[src/rtl/fifo_push_arbiter.sv]
// Multi-requester push arbiter in front of a FIFO: round-robin or fixed-priority grant,
// registered push/data towards the FIFO, shadow occupancy count and sticky overflow flag.
module fifo_push_arbiter #(
    parameter int unsigned bits  = 16,
    parameter int unsigned depth = 8,
    parameter int unsigned n_req = 4
) (
    input  logic                         clk,
    input  logic                         rst,
    input  logic [n_req-1:0]             req,
    input  logic [n_req*bits-1:0]        data_in,
    input  logic                         mode,
    output logic [n_req-1:0]             gnt,
    output logic [bits-1:0]              fifo_din,
    output logic                         fifo_push,
    input  logic                         fifo_pop,
    input  logic                         fifo_full,
    output logic [$clog2(depth+1)-1:0]   count,
    output logic                         ovf_err
);

    localparam int unsigned IdxW = $clog2(n_req);
    localparam int unsigned CntW = $clog2(depth + 1);

    logic [IdxW-1:0] ptr;
    logic [IdxW-1:0] win;
    logic            space;
    logic            xfer;
    logic            dec;
    logic [31:0]     cnt_sum;
    logic [CntW-1:0] count_next;

    // Loops run farthest-first so the nearest/lowest candidate is the last one written.
    always_comb begin
        logic [IdxW-1:0] cand;
        win  = '0;
        cand = '0;
        if (mode) begin
            for (int i = n_req - 1; i >= 0; i--) begin
                if (req[i]) win = IdxW'(i);
            end
        end else begin
            for (int unsigned k = n_req; k >= 1; k--) begin
                cand = IdxW'((32'(ptr) + k) % n_req);
                if (req[cand]) win = cand;
            end
        end
    end

    // The pending registered push already occupies a slot.
    assign space = (32'(count) + 32'(fifo_push)) < depth;

    always_comb begin
        gnt = '0;
        if (!rst && space && !fifo_full && (|req)) gnt[win] = 1'b1;
    end

    assign xfer       = |(req & gnt);
    assign dec        = fifo_pop && (count != '0);
    assign cnt_sum    = 32'(count) + 32'(fifo_push) - 32'(dec);
    assign count_next = (cnt_sum > depth) ? CntW'(depth) : CntW'(cnt_sum);

    always_ff @(posedge clk) begin
        if (rst) begin
            fifo_push <= 1'b0;
            fifo_din  <= '0;
            count     <= '0;
            ovf_err   <= 1'b0;
            ptr       <= IdxW'(n_req - 1);
        end else begin
            fifo_push <= xfer;
            if (xfer) begin
                fifo_din <= data_in[win*bits +: bits];
                ptr      <= win;
            end
            count <= count_next;
            if (fifo_push && fifo_full) ovf_err <= 1'b1;
        end
    end

endmodule

[config.mk]
export PLATFORM = sky130hd
export DESIGN_NAME = fifo_push_arbiter
export DESIGN_NICKNAME = d
export VERILOG_FILES = /design/src/rtl/fifo_push_arbiter.sv
export SDC_FILE = /design/constraint.sdc
export NUM_CORES = 1
export LEC_CHECK = 0
export BUFFER_PORTS_ARGS = -buffer_cell sky130_fd_sc_hd__buf_2
export CORE_UTILIZATION = 39
export CTS_CLUSTER_SIZE = 28
export DETAILED_ROUTE_END_ITERATION = 10
export PLACE_DENSITY = 0.74
export SYNTH_ARGS = -nofsm -noshare
export SYNTH_HDL_FRONTEND = slang
export SYNTH_SLANG_ARGS = --single-unit
[constraint.sdc]
create_clock -name clk -period 2.7 [get_ports clk]
set_input_delay 0.54 -clock clk [delete_from_list [all_inputs] [get_ports clk]]
set_output_delay 0.54 -clock clk [all_outputs]
set_load 0.02 [all_outputs]
After elaboration in Yosys (flattened, before gate mapping):

Index checks and enable logic that the tools add are counted.
Widths: inputs -> output; s select.

* register bits after elaboration: 24
* input port bits: 73
* output and inout port bits: 26
* word-level logic and storage cells: 55

* add/subtract/negate cells: 6
* $lt $le $gt $ge: 8
* shifts and indexed selects: 1
* muxes and demuxes: 21
* bitwise operators: 1
* reduce and logical (&&, ||, !) cells: 12

Operators with widths (count)
* $shiftx 64x7->16: 1
* $gt 32x4->1 const B: 1
* $lt 32x4->1 const B: 1
* $mux 2: 9
* $lt 2x3->1 const B: 5
* $bmux 1 s2: 4
* $mux 4: 2
* $reduce_or 4->1: 2
* $logic_and 1x1->1: 6
* $sub 5x1->6: 1
* $add 4x1->5: 1
* $mux 1: 5
* $add 2x1->2 const B: 2
* $add 2x2->2 const B: 2
* $and 4x4->4: 1
* $reduce_bool 4->1: 1
* $demux 1 s2: 1
* $ge 2x1->1 const B: 1
* $logic_not 1->1: 2
* $reduce_or 2->1: 1

Depth between registers and ports, before layout:

* depth in word-level cells: 15
* depth in mapped cells: 10
* depth with buffers taken out: 9

Worst setup path after synthesis:

Ideal clock, no wire load.

* path type: register -> output
* start point: register fifo_push
* end point: output port gnt[0]
* data arrival time: 2.417 ns
* data required time: 2.160 ns
* setup slack: -0.257 ns
* stages on the path, launching flop included: 11
* path buffers: 3
* cells stage by stage: dfxtp_1 ha_1 ha_1 nand2b_1 mux2i_2 and2_1 buf_6 or3b_1 buf_6 buf_8 nor2_1

* longest elaborated chain between the ends: 6

Ends and longest elaborated chain
* start, declared: line 15 `output logic fifo_push,`
* start signal, assigned: line 71 `fifo_push <= xfer;`
* $add 4x1->5: line 51 `assign space = (32'(count) + 32'(fifo_push)) < depth;`
* $lt 32x4->1: line 51
* $logic_and 1x1->1 (3 in series): line 55 `if (!rst && space && !fifo_full && (|req)) gnt[win] = 1'b1;`
* $mux 4: line 55
* end, declared: line 13 `output logic [n_req-1:0] gnt,`

No other way between the ends.

Final worst setup path:

Ends and elaborated chain as after synthesis.

==> flow_metrics.py <==
metrics = {
    "run_status": {
        "status": "complete, no violations",
    },
    "routing": {
        "wl_per_cell_um": 13.09,
        "vias": 1645,
        "drt-initial-drc-count": 85,
        "first_pass_iters": 4,
        "totalWireLength_mm": 4.228,
        "remaining_drc_errors": 0,
        "final_antenna_net_count": 0,
        "viasPerCell": 5.093,
    },
    "finish": {
        "nets": 351,
        "diodes": 0,
        "fillers": 344,
        "stdcell_area_mm2": 0.002318,
        "area_growth_syn_to_layout_pct": 43.64,
        "drive_above_1_share_pct": 50.92,
        "fin_util_pct": 57.96,
    },
    "placed_design": {
        "gp_congestion": 0.8399,
        "placed_area_mm2": 0.002193,
        "hpwlAfterDp_mm": 3.371,
        "port_buffers": 98,
        "place_ws_ns": 0.1676,
    },
    "floorplan": {
        "fp-row-count": 23,
        "die_y_um": 66.33,
        "fp.dieW_um": 66.33,
        "ios": 99,
        "initial_core_util_pct": 40.35,
        "core-area_mm2": 0.004000,
        "dieArea_mm2": 0.004400,
    },
    "timing": {
        "worst_pin_slew_ns": 0.5991,
        "slew_headroom_pct": 60.06,
        "hold_viol": 0,
        "finalMaxSlewViolations": 0,
        "max_freq_mhz": 377.5,
        "post-route-min-period_ns": 2.649,
        "rsz0062_at_grt": "true",
        "fin_crit_sh_pct": 98.12,
        "finalWorstSetupSlack_ns": 0.05083,
        "skew_ns": 0.004282,
        "setup_violations": 0,
        "setup_tns_ns": 0,
    },
    "yosys": {
        "syn_nets": 245,
        "netlist_area_mm2": 0.001614,
        "netlist_top_cells_count": "33 x mux2i_1, 24 x dfxtp_1, 18 x nand2_1",
        "synth_most_common_cell": "mux2i_1",
        "synth_top_cell_area_share_pct": 29.77,
        "synth-edff-count": 0,
        "synth_top_cell_by_area": "dfxtp_1",
        "seq_area_frac_synth_pct": 29.77,
        "synth_top_flop_cell": "dfxtp_1",
        "synthCells": 168,
        "avgSynthCellArea_um2": 9.607,
        "yosys_warnings": 0,
        "ys_ff_latch": 24,
        "ys_async_sr_fraction_pct": 0,
        "synth_cell_types": 39,
        "synth_area_leaders": "dfxtp_1 30%, mux2i_1 20%, o221ai_2 8.4%",
    },
    "cts": {
        "cts_hold_buf": 0,
        "clkTransAtPathRegs_ns": 0.09,
        "insertion_delay_ns": 0.27,
        "cts_tree": "yes",
        "cts_buffers": 3,
        "cts_buffer_depth": 2,
        "cts_max_level": 1,
        "root_buffer": "clkbuf_8",
        "cts_sinks": 24,
    },
    "global_routing": {
        "grt_pass1_vias": 1390,
        "gr-usage-met3_pct": 4.138,
        "grt_pass1_wl_mm": 6.299,
        "gr-max-usage-layer": "met2",
        "antenna_found_initial": 0,
        "grt_max_degree": 18,
        "use_met2_pct": 31.63,
        "overflow": 0,
        "grt_util_all_layers_pct": 18.80,
        "met1_usage_pct": 23.09,
    },
    "setup_path": {
        "end_kind": "output pin",
        "cp_max_fo": 5,
        "crit_arrival_ns": 2.11,
        "crit_required_ns": 2.16,
        "slowest_stage": "or3b_4",
        "critPathLaunchType": "register",
        "r2r_slack_ns": 0.45,
        "critical-path-max-stage-delay_ns": 0.42,
        "cp_cell_sequence": "ha_4 > ha_4 > nand2b_4 > mux2i_2 > and2_1 > or3b_4 > nor2_4 > buf_6",
        "crit_top_cell": "ha_4",
        "critPathKind": "reg -> out",
    },
    "pwr": {
        "power_density_mw_per_mm2": 586.0,
        "p_sw_mw": 0.5166,
        "comb_power_share_pct": 46.3,
        "vdd_drop_max_mv": 0.2361,
        "seq_power_share_pct": 35.1,
        "p_leak_nw": 1.089,
        "internal-power_mw": 0.8420,
        "finalPower_mw": 1.359,
        "clockPowerShare_pct": 18.6,
        "p_sw_share_pct": 38.03,
    },
    "job": {
        "cap_violations": 0,
    },
    "min_path": {
        "hp-class": "reg -> reg",
    },
}
[cell families (layout without fill, tap and decap cells)]
group,after synthesis,after routing,synth area share [%]
AND/OR/NAND/NOR,46,46,15.12
adder cells (fa/ha/maj),4,4,3.101
flip-flops,24,24,29.77
multiplexers,34,34,21.32
buffers and inverters,17,122,6.433
AO/OA/AOI/OAI,39,39,22.09
XOR/XNOR,4,4,2.171
[worst paths after layout]
check / startpoint / end / cells past startpoint
worst max-delay path: fifo_push / gnt[0] / 8
worst min-delay path: fifo_din[6] / fifo_din[6] / 2
worst max register to register: count[2] / count[2] / 9
worst min register to register: fifo_din[6] / fifo_din[6] / 2
[power groups by stage]
stage	logic (mW)	clock network, mW	registers, mW
after floorplan	0.370	0	0.540
after global placement	0.603	0	0.481
after detailed placement	0.613	0	0.481
after CTS	0.627	0.259	0.476
after global routing	0.682	0.274	0.486
final	0.628	0.253	0.477
[cell type report]
class	instances	area (um^2)	share of cell area, %
flip-flops and latches	24	485.5	20.94
multi-input cells	127	1085	46.79
well taps	50	62.56	2.698
repair buffers	112	608.1	26.23
inverters	6	22.52	0.9714
clock buffers	4	55.05	2.375
[layout by cell type, fill, tap and decap left out, types with 4 or more instances in the layout]
| cell | synthesis | routed |
|---|---|---|
| o221ai_1 | 8 | 8 |
| nor2_1 | 6 | 5 |
| buf_4 | 2 | 14 |
| o221ai_2 | 9 | 9 |
| inv_1 | 6 | 6 |
| a21o_1 | 4 | 4 |
| dfxtp_1 | 24 | 22 |
| clkbuf_8 | 0 | 4 |
| a21oi_1 | 5 | 5 |
| nand2_1 | 18 | 18 |
| nor2b_1 | 6 | 5 |
| mux2i_1 | 33 | 33 |
| buf_2 | 5 | 96 |
[state kept, by name (all words and copies together), names as in the netlist]
signal	cells
fifo_push	1
ovf_err	1
count	4
fifo_din	16
ptr	2
[metrics by stage]
stage          cells  hold slack (ns)
5_1_grt          323           0.4884
4_1_cts          320           0.4715
6_report         323           0.4692
3_5_place_dp     315           0.4408
2_1_floorplan    168           0.5673
3_3_place_gp     315           0.4403
[worst max-delay path: cells and delay by family, from the launching register on]
kind,cells,cell delay [ns]
buffers and inverters,1,0.13
adder cells (fa/ha/maj),2,0.34
multiplexers,1,0.17
flip-flops,1,0.36
AND/OR/NAND/NOR,4,0.82
[routing by layer]
metal	vias up	routed length [um]
met2	49	2115
met5	-	0
met3	5	194
li1	840	-
met4	0	56
met1	751	1863
[timing repair]
action                                  in CTS  in global routing
buffers inserted                             1                  3
pin swaps                                    0                  2
endpoints found under the setup margin       2                  2
gates resized for setup                      5                  4
Note: power is estimated with default switching activity, not from simulation.
